===== config.mk =====
export PLATFORM = sky130hd
export DESIGN_NAME = rom_dump_sequencer
export DESIGN_NICKNAME = d
export VERILOG_FILES = /design/src/rtl/rom_dump_sequencer.sv
export SDC_FILE = /design/constraint.sdc
export NUM_CORES = 1
export LEC_CHECK = 0
export CAP_MARGIN = 20
export CORE_MARGIN = 2
export CORE_UTILIZATION = 50
export DETAILED_ROUTE_END_ITERATION = 10
export DONT_BUFFER_PORTS = 1
export GPL_ROUTABILITY_DRIVEN = 0
export PLACE_DENSITY_LB_ADDON = 0.3
export SETUP_SLACK_MARGIN = 0.2
export SLEW_MARGIN = 20
export SYNTH_ARGS = -nofsm -noshare
export SYNTH_HDL_FRONTEND = slang
export SYNTH_SLANG_ARGS = --single-unit

===== constraint.sdc =====
create_clock -name clk -period 2.4 [get_ports clk]
set_input_delay 0.72 -clock clk [delete_from_list [all_inputs] [get_ports clk]]
set_output_delay 0.72 -clock clk [all_outputs]
set_load 0.05 [all_outputs]

===== src/rtl/rom_dump_sequencer.sv =====
// rom_dump_sequencer
// Walks every address of an attached bipolar PROM, drives the V1..V4 read
// operation, waits a fixed access time, captures the data word and offers
// each address/data pair downstream over a valid/ready handshake.
//
// state      | meaning
// -----------+--------------------------------------------------------------
// IDLE       | chip deselected, waiting for start
// ACCESS     | address and read operation settling, access timer running
// PRESENT    | captured word offered downstream, held until accepted
// STEP_WAIT  | next address driven, waiting for a step pulse (step mode)
// DONE       | one-cycle completion pulse after the last word was accepted
module rom_dump_sequencer #(
    parameter int DATA_WIDTH    = 8,
    parameter int ADDRESS_WIDTH = 9,
    parameter int ACCESS_CYCLES = 4
) (
    input  logic                     clk,
    input  logic                     reset_n,
    input  logic                     start,
    input  logic                     abort,
    input  logic                     step_mode,
    input  logic                     step,
    input  logic [DATA_WIDTH-1:0]    rom_data_in,
    output logic [3:0]               rom_operation,
    output logic [ADDRESS_WIDTH-1:0] rom_address,
    output logic [DATA_WIDTH-1:0]    out_data,
    output logic [ADDRESS_WIDTH-1:0] out_addr,
    output logic                     out_valid,
    input  logic                     out_ready,
    output logic                     busy,
    output logic                     done
);

    localparam logic [2:0] ST_IDLE      = 3'd0;
    localparam logic [2:0] ST_ACCESS    = 3'd1;
    localparam logic [2:0] ST_PRESENT   = 3'd2;
    localparam logic [2:0] ST_STEP_WAIT = 3'd3;
    localparam logic [2:0] ST_DONE      = 3'd4;

    localparam logic [3:0] OP_READ   = 4'b1100;
    localparam logic [3:0] OP_DESEL  = 4'b1111;

    localparam int              CNT_W      = $clog2(ACCESS_CYCLES + 1);
    // Timer counts down to zero; capture happens on the edge where it reads zero.
    localparam logic [CNT_W-1:0] CNT_RELOAD = CNT_W'(ACCESS_CYCLES - 1);

    logic [2:0]       state;
    logic [CNT_W-1:0] wait_cnt;

    // Sequencer state, access timer, chip pins and output word register.
    always_ff @(posedge clk or negedge reset_n) begin
        if (!reset_n) begin
            state         <= ST_IDLE;
            wait_cnt      <= CNT_RELOAD;
            rom_operation <= OP_DESEL;
            rom_address   <= '0;
            out_data      <= '0;
            out_addr      <= '0;
            out_valid     <= 1'b0;
        end else begin
            case (state)
                ST_IDLE: begin
                    if (start && !abort) begin
                        rom_address   <= '0;
                        rom_operation <= OP_READ;
                        wait_cnt      <= CNT_RELOAD;
                        state         <= ST_ACCESS;
                    end
                end
                ST_ACCESS: begin
                    if (abort) begin
                        state         <= ST_IDLE;
                        out_valid     <= 1'b0;
                        rom_operation <= OP_DESEL;
                    end else if (wait_cnt == '0) begin
                        out_data  <= rom_data_in;
                        out_addr  <= rom_address;
                        out_valid <= 1'b1;
                        state     <= ST_PRESENT;
                    end else begin
                        wait_cnt <= wait_cnt - CNT_W'(1);
                    end
                end
                ST_PRESENT: begin
                    if (abort) begin
                        state         <= ST_IDLE;
                        out_valid     <= 1'b0;
                        rom_operation <= OP_DESEL;
                    end else if (out_ready) begin
                        out_valid <= 1'b0;
                        if (rom_address == '1) begin
                            rom_operation <= OP_DESEL;
                            state         <= ST_DONE;
                        end else begin
                            // Address only moves here, so captured data always
                            // comes from a settled address.
                            rom_address <= rom_address + ADDRESS_WIDTH'(1);
                            if (step_mode) begin
                                state <= ST_STEP_WAIT;
                            end else begin
                                wait_cnt <= CNT_RELOAD;
                                state    <= ST_ACCESS;
                            end
                        end
                    end
                end
                ST_STEP_WAIT: begin
                    if (abort) begin
                        state         <= ST_IDLE;
                        out_valid     <= 1'b0;
                        rom_operation <= OP_DESEL;
                    end else if (step) begin
                        wait_cnt <= CNT_RELOAD;
                        state    <= ST_ACCESS;
                    end
                end
                ST_DONE: begin
                    state <= ST_IDLE;
                end
                default: begin
                    state         <= ST_IDLE;
                    out_valid     <= 1'b0;
                    rom_operation <= OP_DESEL;
                end
            endcase
        end
    end

    // Status flags decoded straight from the state register.
    always_comb begin
        busy = (state == ST_ACCESS) || (state == ST_PRESENT) || (state == ST_STEP_WAIT);
        done = (state == ST_DONE);
    end

endmodule

# After elaboration in Yosys (flattened, before gate mapping)
# Index checks and enable logic that the tools add are counted.
[classes] addsub=2 eq_ne=20 n_mux=37 bitwise=3 reduce_logical=16
[ops] cell="$mux 3" count=17
[ops] cell="$mux 9" count=4
[ops] cell="$pmux 3 s4" count=2
[ops] cell="$mux 4" count=5
[ops] cell="$ne 2x2->1 const B" count=10
[ops] cell="$pmux 9 s2" count=1
[ops] cell="$pmux 4 s4" count=1
[ops] cell="$ne 3x3->1 const B" count=4
[ops] cell="$reduce_and 10->1" count=1
[ops] cell="$reduce_and 5->1" count=2
[ops] cell="$add 9x1->9 const B" count=1
[ops] cell="$eq 9x9->1 const B" count=1
[ops] cell="$reduce_and 4->1" count=2
[ops] cell="$eq 3x2->1 const B" count=2
[ops] cell="$logic_not 3->1" count=2
[ops] cell="$mux 1" count=5
[ops] cell="$pmux 1 s4" count=1
[ops] cell="$reduce_bool 4->1" count=1
[ops] cell="$reduce_or 2->1" count=2
[ops] cell="$eq 3x1->1 const B" count=1
[ops] cell="$eq 3x3->1 const B" count=1
[ops] cell="$not 1->1" count=3
[ops] cell="$reduce_and 3->1" count=1
[ops] cell="$sub 3x1->3 const B" count=1
[ops] cell="other kinds (6)" count=7
[totals] reg_bits=37 in_bits=15 output_inout_bits=33 wordCells=85

# Longest topological paths before layout
[depth] depth_word=5 ltp_mapped=10 ltp_nobuf=9

# Worst setup path after synthesis
# Ideal clock, no wire load.
[synth_timing] kind="register to register" start="reg rom_address[0]" end="reg rom_address[5]" setup_ns=0.141 t_arrival_ns=2.363 t_required_ns=2.259 path_slack_ns=-0.104 stages_incl_launch_ff=10 n_path_buf=1 period_less_slack_ns=2.504 path_cell_list="dfrtp_1 -> ha_1 -> nand3_1 -> nor2_1 -> and3_1 -> ha_1 -> and3b_1 -> o21ai_2 -> clkbuf_1 -> o221ai_1"
[synth_via] elab_chain_len=5 word_cells_on_any_way=8 cone_classes="1 x add/sub; 2 x eq/ne; 4 x mux; 1 x reduce/logical"
[synth_lines] item="start: declaration" line="26" text="output logic [ADDRESS_WIDTH-1:0] rom_address,"
[synth_lines] item="start signal: assignment" line="98" text="rom_address <= rom_address + ADDRESS_WIDTH'(1);"
[synth_lines] item="$add 9x1->9" line="98"
[synth_lines] item="$mux 9" line="92" text="if (rom_address == '1) begin"
[synth_lines] item="$mux 9" line="90" text="end else if (out_ready) begin"
[synth_lines] item="$mux 9" line="86" text="if (abort) begin"
[synth_lines] item="$pmux 9 s2" line="62" text="case (state)"
# Parallel ways exist; a longest one is shown, timed or not. The select of a mux whose other input is x is not followed.
# A chain may end at the register's enable or synchronous reset.

# Final worst setup path
[layout_timing] start="reg rom_address[0]" end="reg rom_address[4]"
# The elaborated chain is that of the path after synthesis.

==> run_summary.xml <==
<?xml version="1.0" encoding="UTF-8"?>
<metrics>
  <group name="outcome">
    <metric name="outcome" unit="">completed</metric>
  </group>
  <group name="grt">
    <metric name="first_global_vias" unit="">1257</metric>
    <metric name="antenna_found_initial" unit="">0</metric>
    <metric name="grt_use_total" unit="%">18.8</metric>
    <metric name="wire_length_of_the_first_global_routing_pass" unit="um">5800</metric>
    <metric name="grt.met2_usage" unit="%">29.3</metric>
    <metric name="grt_max_degree" unit="">35</metric>
    <metric name="grt_remaining_overflow" unit="">0</metric>
    <metric name="global_routing_usage_on_met3" unit="%">8.93</metric>
    <metric name="grt.met1_usage" unit="%">22.5</metric>
    <metric name="grt_peak_use_layer" unit="">met2</metric>
  </group>
  <group name="clock_tree">
    <metric name="tritoncts_num_sinks" unit="">34</metric>
    <metric name="worst_skew_pair.late_latency" unit="ns">0.34</metric>
    <metric name="cts-buffers-inserted" unit="">5</metric>
    <metric name="path_clk_slew" unit="ns">0.11</metric>
    <metric name="cts-root-buf" unit="">clkbuf_4</metric>
    <metric name="ctsHoldBuffers" unit="">0</metric>
    <metric name="htree_levels" unit="">2</metric>
    <metric name="cts_buffer_depth" unit="">2</metric>
    <metric name="cts_tree" unit="">built</metric>
  </group>
  <group name="routing">
    <metric name="initialDrtViolationCount" unit="">66</metric>
    <metric name="drt-wirelength-per-cell" unit="um">15.4</metric>
    <metric name="num_vias" unit="">1285</metric>
    <metric name="drt_wl_total" unit="um">3500</metric>
    <metric name="detail_route.first_pass.iterations" unit="">4</metric>
    <metric name="routed_via_density" unit="">5.66</metric>
    <metric name="detail_route.drc_violations" unit="">0</metric>
    <metric name="drt.antenna.violating_nets" unit="">0</metric>
  </group>
  <group name="yosys">
    <metric name="postSynth.asyncResetShare" unit="%">100</metric>
    <metric name="most_frequent_cell_after_synthesis" unit="">dfrtp_1</metric>
    <metric name="synth.largest_area_cell" unit="">dfrtp_1</metric>
    <metric name="synth-seq-area-share" unit="%">48.7</metric>
    <metric name="synth_edf_count" unit="">0</metric>
    <metric name="yosys.area.top_type_share" unit="%">44.2</metric>
    <metric name="ys_dominant_reg_cell" unit="">dfrtp_1</metric>
    <metric name="synthCells" unit="">165</metric>
    <metric name="synth-seq-cells" unit="">34</metric>
    <metric name="synth_area_per_cell" unit="um^2">10.6</metric>
    <metric name="synth_cell_types" unit="">37</metric>
    <metric name="post_synth_instance_area" unit="um^2">1760</metric>
    <metric name="post_synth_most_frequent_cells" unit="">dfrtp_1, nand2_1, o21ai_0</metric>
    <metric name="ys_top_cells_by_area" unit="">dfrtp_1, mux2_4, mux2_2</metric>
    <metric name="synth-warning-count" unit="">0</metric>
  </group>
  <group name="flow_run">
    <metric name="timing.max_cap.violations" unit="">0</metric>
  </group>
  <group name="floorplanning">
    <metric name="die_y" unit="um">63.3</metric>
    <metric name="ios" unit="">48</metric>
    <metric name="initial_core_util" unit="%">52.2</metric>
    <metric name="std_cell_rows" unit="">21</metric>
    <metric name="design.core.area" unit="um^2">3360</metric>
    <metric name="design.die.area" unit="um^2">4000</metric>
    <metric name="fp.dieW" unit="um">63.3</metric>
  </group>
  <group name="placed_design">
    <metric name="post-dp-hpwl" unit="um">2440</metric>
    <metric name="area_of_placed_instances" unit="um^2">1880</metric>
    <metric name="dp.cells" unit="">216</metric>
    <metric name="port-buffer-count" unit="">0</metric>
    <metric name="pre_cts_ws" unit="ns">0.186</metric>
  </group>
  <group name="sta">
    <metric name="timing.clock.skew" unit="ns">0.00690</metric>
    <metric name="setup_total_negative_slack" unit="ns">0</metric>
    <metric name="slew-limit-headroom" unit="%">61.1</metric>
    <metric name="maxClockFrequency" unit="GHz">0.481</metric>
    <metric name="report.final.slew_viol_count" unit="">0</metric>
    <metric name="final_critical_path_setup_slack" unit="ns">0.319</metric>
    <metric name="worst-slew-pin-transition" unit="ns">0.576</metric>
    <metric name="rsz_0062_raised_after_global_routing" unit="">no</metric>
    <metric name="final-hold-violation-count" unit="">0</metric>
    <metric name="report.final.setup_viol" unit="">0</metric>
    <metric name="period_minus_slack" unit="ns">2.08</metric>
    <metric name="post-route-period-util" unit="%">86.7</metric>
  </group>
  <group name="critical_path">
    <metric name="crit_path_top_delay_cell" unit="">or4b_1</metric>
    <metric name="critPathCaptureType" unit="">flop</metric>
    <metric name="setup.worst_path.class" unit="">flop to flop</metric>
    <metric name="critical_path_peak_fanout" unit="">8</metric>
    <metric name="worst-path-buf-inv" unit="">0</metric>
    <metric name="crit_path_max_incr_delay" unit="ns">0.48</metric>
    <metric name="critical_path.reg2reg.startpoint" unit="">rom_address[0]</metric>
    <metric name="timing.critical_path.from_type" unit="">flop</metric>
    <metric name="timing.critical_path.required" unit="ns">2.68</metric>
    <metric name="cp_cell_sequence" unit="">ha_4 -&gt; nand3_2 -&gt; nor2_2 -&gt; and3_1 -&gt; ha_2 -&gt; and3b_2 -&gt; o21ai_4 -&gt; or4b_1 -&gt; nand3_1</metric>
    <metric name="worst_path_dominant_cell_family" unit="">simple AND/OR/NAND/NOR gates</metric>
    <metric name="cp.arrival" unit="ns">2.36</metric>
    <metric name="crit_path_start" unit="">rom_address[0]</metric>
  </group>
  <group name="finish">
    <metric name="nFillCells" unit="">304</metric>
    <metric name="drive_above_1_share" unit="%">33.7</metric>
    <metric name="layout.cell_area.non_filler" unit="um^2">1990</metric>
    <metric name="finalNetCount" unit="">199</metric>
    <metric name="finish.cell_count_without_fillers" unit="">227</metric>
    <metric name="inserted_diodes" unit="">0</metric>
    <metric name="area_growth" unit="%">13.5</metric>
  </group>
  <group name="worst_hold_path">
    <metric name="hp-class" unit="">primary input to asynchronous set/reset pin</metric>
  </group>
  <group name="pwr">
    <metric name="leakagePower" unit="nW">0.902</metric>
    <metric name="power_density" unit="nW/um^2">1340</metric>
    <metric name="irDropWorstVdd" unit="uV">595</metric>
  </group>
</metrics>
layout make-up:
cell class | count | area [um^2] | area share, %
Clock buffer | 6 | 51.3 | 2.58
Clock inverter | 2 | 12.5 | 0.628
Timing Repair Buffer | 17 | 128 | 6.41
Inverter | 6 | 26.3 | 1.32
Tap cell | 46 | 57.6 | 2.89
Multi-Input combinational cell | 116 | 856 | 43.0
Sequential cell | 34 | 861 | 43.2
through the flow:
stage	hold WS (ns)	utilization [%]	power, mW
floorplan	0.424	-	2.13
CTS	0.0446	57.8	2.67
detailed placement	0.425	55.8	2.33
global placement	0.425	55.8	2.28
global route	0.0206	59.2	2.84
finish	0.0618	59.2	2.67
power breakdown:
| part | switching, mW | internal [mW] | total, mW |
|---|---|---|---|
| sequential | 0.646 | 0.791 | 1.44 |
| clock | 0.193 | 0.141 | 0.333 |
| combinational | 0.526 | 0.376 | 0.902 |
| total | 1.36 | 1.31 | 2.67 |
layer usage:
metal	vias up	wire length (um)
met5	-	0
met4	0	24
met3	2	318
met2	61	1670
met1	612	1480
li1	610	-
worst paths after layout:
| check | endpoint | slack, ns | cells past startpoint |
|---|---|---|---|
| max in group asynchronous | wait_cnt[1] | 2.15 | 0 |
| min | out_data[3] | 0.06 | 0 |
| min reg2reg | wait_cnt[1] | 0.50 | 2 |
| min in group clk | wait_cnt[1] | 0.50 | 2 |
| max | rom_address[4] | 0.32 | 9 |
| max reg2reg | rom_address[4] | 0.32 | 9 |
kinds of logic (layout without fill, tap and decap cells):
| kind of cell | Yosys count | in the layout | synth area share (%) |
|---|---|---|---|
| other cells | 1 | 2 | 0.214 |
| compound gates | 28 | 28 | 10.5 |
| fa+ha+maj | 4 | 4 | 2.85 |
| mux | 17 | 17 | 12.5 |
| buf+inv | 16 | 31 | 4.99 |
| simple gates | 65 | 65 | 20.2 |
| flops | 34 | 34 | 48.7 |
layout by cell type (no fill, tap or decap), types with 4 or more instances in the layout:
master and instances:
inv_1 5, nor2b_1 4, buf_4 17, mux2_4 8
nand3_1 9, o21ai_0 12, clkbuf_4 5, nand3b_1 4
nor2_1 8, mux2_2 8, o221ai_1 4, nand2_1 23
dfrtp_1 26, dfrtp_2 5
state kept, by name (all words and copies together), names as in the netlist:
| signal | flops |
|---|---|
| out_addr | 9 |
| rom_address | 9 |
| out_data | 8 |
| state | 3 |
| wait_cnt | 3 |
| out_valid | 1 |
| rom_operation | 1 |
timing repair:
item,in CTS,in global routing
endpoints found under the setup margin,2,7
pin swaps,0,1
gates resized for setup,2,6
buffers inserted,0,3
(Power assumes the default switching activity.)
